`src/rtl/array_extrema_engine.sv`:
```
// Scans mem[base .. base+length-1] through a one-deep compare stage and reports the max/min value and its offset.
// Optional feature macro EXTREMA_DUAL_EN: also tracks the opposite extreme in the same pass.
module array_extrema_engine #(
  parameter int DATA_W = 16,
  parameter int ADDR_W = 10,
  localparam int LEN_W = ADDR_W + 1
) (
  input  logic              clock,
  input  logic              rst,
  input  logic              start,
  input  logic              mode_min,
  input  logic              mode_signed,
  input  logic [ADDR_W-1:0] base_addr,
  input  logic [LEN_W-1:0]  length,
  output logic [ADDR_W-1:0] mem_addr,
  output logic              mem_rd,
  input  logic [DATA_W-1:0] mem_rdata,
  output logic              busy,
  output logic              done,
  output logic              empty,
  output logic [DATA_W-1:0] result,
  output logic [LEN_W-1:0]  result_index
`ifdef EXTREMA_DUAL_EN
  ,
  output logic [DATA_W-1:0] result_alt,
  output logic [LEN_W-1:0]  result_alt_index
`endif
);

  typedef enum logic [1:0] {IDLE, FETCH, DRAIN, FINISH} state_t;

  state_t            state, state_nxt;
  logic [LEN_W-1:0]  cnt, len_q, idx_q;
  logic [ADDR_W-1:0] base_q;
  logic              min_q, sgn_q, rd_q;
  logic              fetch_last, win;

  function automatic logic less_than(input logic [DATA_W-1:0] a, input logic [DATA_W-1:0] b,
                                     input logic sgn);
    return sgn ? ($signed(a) < $signed(b)) : (a < b);
  endfunction

  assign fetch_last = (cnt == len_q - LEN_W'(1));
  assign win = min_q ? less_than(mem_rdata, result, sgn_q) : less_than(result, mem_rdata, sgn_q);

  assign busy     = (state == FETCH) || (state == DRAIN);
  assign done     = (state == FINISH);
  assign mem_rd   = (state == FETCH);
  assign mem_addr = mem_rd ? base_q + cnt[ADDR_W-1:0] : '0;

  always_comb begin
    state_nxt = state;
    case (state)
      IDLE:    if (start) state_nxt = (length == '0) ? FINISH : FETCH;
      FETCH:   if (fetch_last) state_nxt = DRAIN;
      DRAIN:   state_nxt = FINISH;
      FINISH:  state_nxt = IDLE;
      default: state_nxt = IDLE;
    endcase
  end

`ifdef EXTREMA_DUAL_EN
  logic win_alt;
  assign win_alt = min_q ? less_than(result_alt, mem_rdata, sgn_q)
                         : less_than(mem_rdata, result_alt, sgn_q);
`endif

  always_ff @(posedge clock) begin
    if (!rst) begin
      state        <= IDLE;
      cnt          <= '0;
      len_q        <= '0;
      idx_q        <= '0;
      base_q       <= '0;
      min_q        <= 1'b0;
      sgn_q        <= 1'b0;
      rd_q         <= 1'b0;
      empty        <= 1'b0;
      result       <= '0;
      result_index <= '0;
`ifdef EXTREMA_DUAL_EN
      result_alt       <= '0;
      result_alt_index <= '0;
`endif
    end else begin
      state <= state_nxt;
      // Data returns one cycle after the read, so the issue offset is delayed alongside it.
      rd_q  <= mem_rd;
      idx_q <= cnt;
      if (state == IDLE && start) begin
        base_q       <= base_addr;
        len_q        <= length;
        min_q        <= mode_min;
        sgn_q        <= mode_signed;
        cnt          <= '0;
        empty        <= (length == '0);
        result       <= '0;
        result_index <= '0;
`ifdef EXTREMA_DUAL_EN
        result_alt       <= '0;
        result_alt_index <= '0;
`endif
      end else if (state == FETCH) begin
        cnt <= cnt + LEN_W'(1);
      end
      if (rd_q) begin
        if (idx_q == '0 || win) begin
          result       <= mem_rdata;
          result_index <= idx_q;
        end
`ifdef EXTREMA_DUAL_EN
        if (idx_q == '0 || win_alt) begin
          result_alt       <= mem_rdata;
          result_alt_index <= idx_q;
        end
`endif
      end
    end
  end

endmodule

```
`config.mk`:
```
export PLATFORM = sky130hd
export DESIGN_NAME = array_extrema_engine
export DESIGN_NICKNAME = d
export VERILOG_FILES = /design/src/rtl/array_extrema_engine.sv
export SDC_FILE = /design/constraint.sdc
export NUM_CORES = 1
export LEC_CHECK = 0
export BUFFER_PORTS_ARGS = -buffer_cell sky130_fd_sc_hd__buf_2
export CORE_MARGIN = 2
export CORE_UTILIZATION = 57
export CTS_CLUSTER_SIZE = 24
export DETAILED_ROUTE_END_ITERATION = 10
export PLACE_DENSITY = 0.93
export SYNTH_ARGS = -nofsm -noshare
export SYNTH_HDL_FRONTEND = slang
export SYNTH_SLANG_ARGS = --single-unit
```
`constraint.sdc`:
```
create_clock -name clock -period 3.5 [get_ports clock]
set_input_delay 0.175 -clock clock [delete_from_list [all_inputs] [get_ports clock]]
set_output_delay 0.175 -clock clock [all_outputs]
set_load 0.01 [all_outputs]
```
==> reports/summary.txt <==
Fin crit share = 90.22%
Crit. End Element = primary output
Chip Width = 95.19 um
Worst flop-to-flop path startpoint = result[15]
Post-synth EDFFs = 0
Post-Synth Simple-Gate Area = 21.67%
Reg2reg setup slack = 510 ps
Tot Pwr = 2538 uW
Pwr Density = 469.7 nW/um2
Synth async-reset ratio = 0%
Initial antenna violation count = 0
Status = finished, final reports clean
Global-route wire length before repair = 18790 um
Remaining antenna violation count = 0
Largest family of logic cells by synthesized area = simple AND/OR/NAND/NOR gates
Most Crowded Layer GR = met2
Dpl ws = 597.7 ps
Setup repair bufs after CTS = 0
Layout cells sized above 1 = 17.81%
Total grt overflow = 0
Clock Latency Late Sink = 360 ps
Pin count of the biggest net entering global routing = 55
XOR/XNOR Fraction of Synth Area = 5.359%
Worst path cell trace = ha_1 -> a21o_1 -> a21oi_1 -> o21bai_1 -> a2111oi_0 -> o31ai_1 -> xnor2_1 -> and2_1 -> buf_2
Crit path time final = 3158 ps
Via count = 4395
GRT met2 Usage = 44.60%
R2r worst-path depth = 10
Fin nets = 726
Avg Inst Size Synth = 8.315 um2
Total Wirelength = 11480 um
DRC = 0
Core area = 8134 um2
Critical Path End = mem_addr[9]
CTS Buf Count = 9
Clock Pin Slew Worst Setup and Hold Paths = 90 ps
Adder-Cell Fraction of Synth Area = 13.09%
Syn_nets = 661
Num Clock Sinks = 76
Crit path from = cnt[1]
Fillers = 646
Sum of negative setup slack = 0 ps
Worst Path Required = 3320 ps
Final Max Slew Viols = 0
CP peak stage delay = 650 ps
Area grow syn2layout = 13.99%
Die Ht = 95.19 um
Global Route Usage Sum = 26.06%
Finished Layout Cells = 745
Clk root buf = clkbuf_8
Num rows = 33
Final count of negative-setup-slack endpoints = 0
M1 GR Usage = 31.38%
IO buf count = 82
Seq/Total Area, Yosys = 32.10%
Iter 0 DRT Violations = 164
WS Path Type = reg2out
Post-DR vias/cell = 5.899
Most frequent cells in the layout = 82 x buf_2, 76 x dfxtp_1, 69 x nand2_1
Synth Area in Compound Gates = 20.59%
Most used DFF post-synth = dfxtp_1
Commonest non-fill, non-tap cell in the layout = buf_2
Hold crit path type = in2reg
Post-synth design cell area = 4740 um2
Final hold violation count = 0
Max-Cap Viols = 0
Rel. slew slack = 33.84%
Worst path slowest cell = a2111oi_0
CTS tree = built
Max VDD drop = 0.0002164 V
Hold-fix buffers, CTS = 0
Synth cell types = 49
Fmax = 0.3167 GHz
Vias in the first global route = 4109
Clock Skews = 10.72 ps
Diode count = 0
CTS resizes = 0
First-pass DRT Iterations = 4
Worst setup margin = 342.1 ps
Die Area = 9060 um2
I/O pin count = 83
Lkg Pwr = 0.002365 uW
FF-to-FF End = result[2]
Global routing usage on met3 = 6.008%
Fin Hold WS = 56.14 ps
Synth Warn # = 0
CTS Buffer Depth = 2
WL/cell = 15.41 um
Initial Util = 58.27%
Placer Congestion = 0.9189
Setup crit start kind = flop
Post-Syn Instances = 570
RSZ-0062 raised after global routing = false
Flops & latches, synth = 76
Placed cell count = 729
CP Max Fanout = 7
Post-synthesis mux area share = 0.8712%
HPWL Detailed = 8264 um
Htree depth = 3
CP arrival = 2980 ps
Worst Tran Pin Value = 991.1 ps
==> per-stage QoR <==
step	utilization [%]	instance area (um2)
after floorplan	-	4740
after CTS	66.42	5403
after global routing	66.42	5403
after detailed placement	63.93	5200
after global placement	63.93	5200
final	66.42	5403
==> worst min path at each step <==
stage                 startpoint         to  slack, ps  cells past startpoint
floorplan              length[3]   len_q[3]        320                      2
global placement    base_addr[6]  base_q[6]        430                      3
detailed placement  base_addr[7]  base_q[7]        440                      3
CTS                 base_addr[1]  base_q[1]         50                      3
global route        base_addr[3]  base_q[3]         70                      3
finish              base_addr[7]  base_q[7]         60                      3
==> per-layer routing <==
metal  up-vias  routed length (um)
li1       2152                   -
met1      2043                4861
met2       172                5577
met3        28                 764
met4         0                 275
met5         -                   0
==> cell type report <==
type | instances | area (um2) | share of cell area (%)
multi-input combinational | 415 | 2919 | 54.03
clock buffer | 11 | 141.4 | 2.617
sequential | 76 | 1521 | 28.16
clock inverter | 5 | 61.31 | 1.135
timing repair buffer | 89 | 462.9 | 8.569
tap | 105 | 131.4 | 2.432
inverter | 44 | 165.2 | 3.057
==> power by group <==
group	switching (uW)	internal, uW	leakage, uW
registers	109	940	0.000617
clock network	348	350	0.0000918
logic	475	315	0.00166
==> flip-flops by register name (all words and copies together) (netlist names) <==
| name | count |
|---|---|
| sgn_q | 1 |
| base_q | 10 |
| len_q | 11 |
| result | 16 |
| empty | 1 |
| rd_q | 1 |
| min_q | 1 |
| cnt | 11 |
| result_index | 11 |
| idx_q | 11 |
| state | 2 |
==> logic make-up (layout without fill, tap and decap cells) <==
family,after synthesis,after routing
adders and majority gates,49,49
DFF,76,76
buffers and inverters,79,149
muxes,4,4
AOI/OAI and AO/OA,129,129
xor gates and xnor gates,29,29
and+or+nand+nor,204,204
==> cells in the mapped netlist (15+ instances only) <==
library cell | instances | area, um2
a21oi_1 | 26 | 130.1
clkbuf_1 | 31 | 116.4
nand2_1 | 69 | 259.0
and3_1 | 15 | 93.84
dfxtp_1 | 76 | 1521
ha_1 | 48 | 600.6
xnor2_1 | 17 | 148.9
and2_1 | 23 | 143.9
inv_1 | 44 | 165.2
nand3_1 | 45 | 225.2
o2bb2ai_1 | 16 | 140.1
a21boi_0 | 25 | 187.7
==> worst max-delay path: cells and delay by family, from the launching register on <==
| family | cells | cell delay (ps) |
|---|---|---|
| simple gates | 1 | 140 |
| compound gates | 5 | 1330 |
| flops | 1 | 530 |
| fa+ha+maj | 1 | 290 |
| buf+inv | 1 | 130 |
| xor+xnor | 1 | 200 |
(Power assumes the default switching activity.)
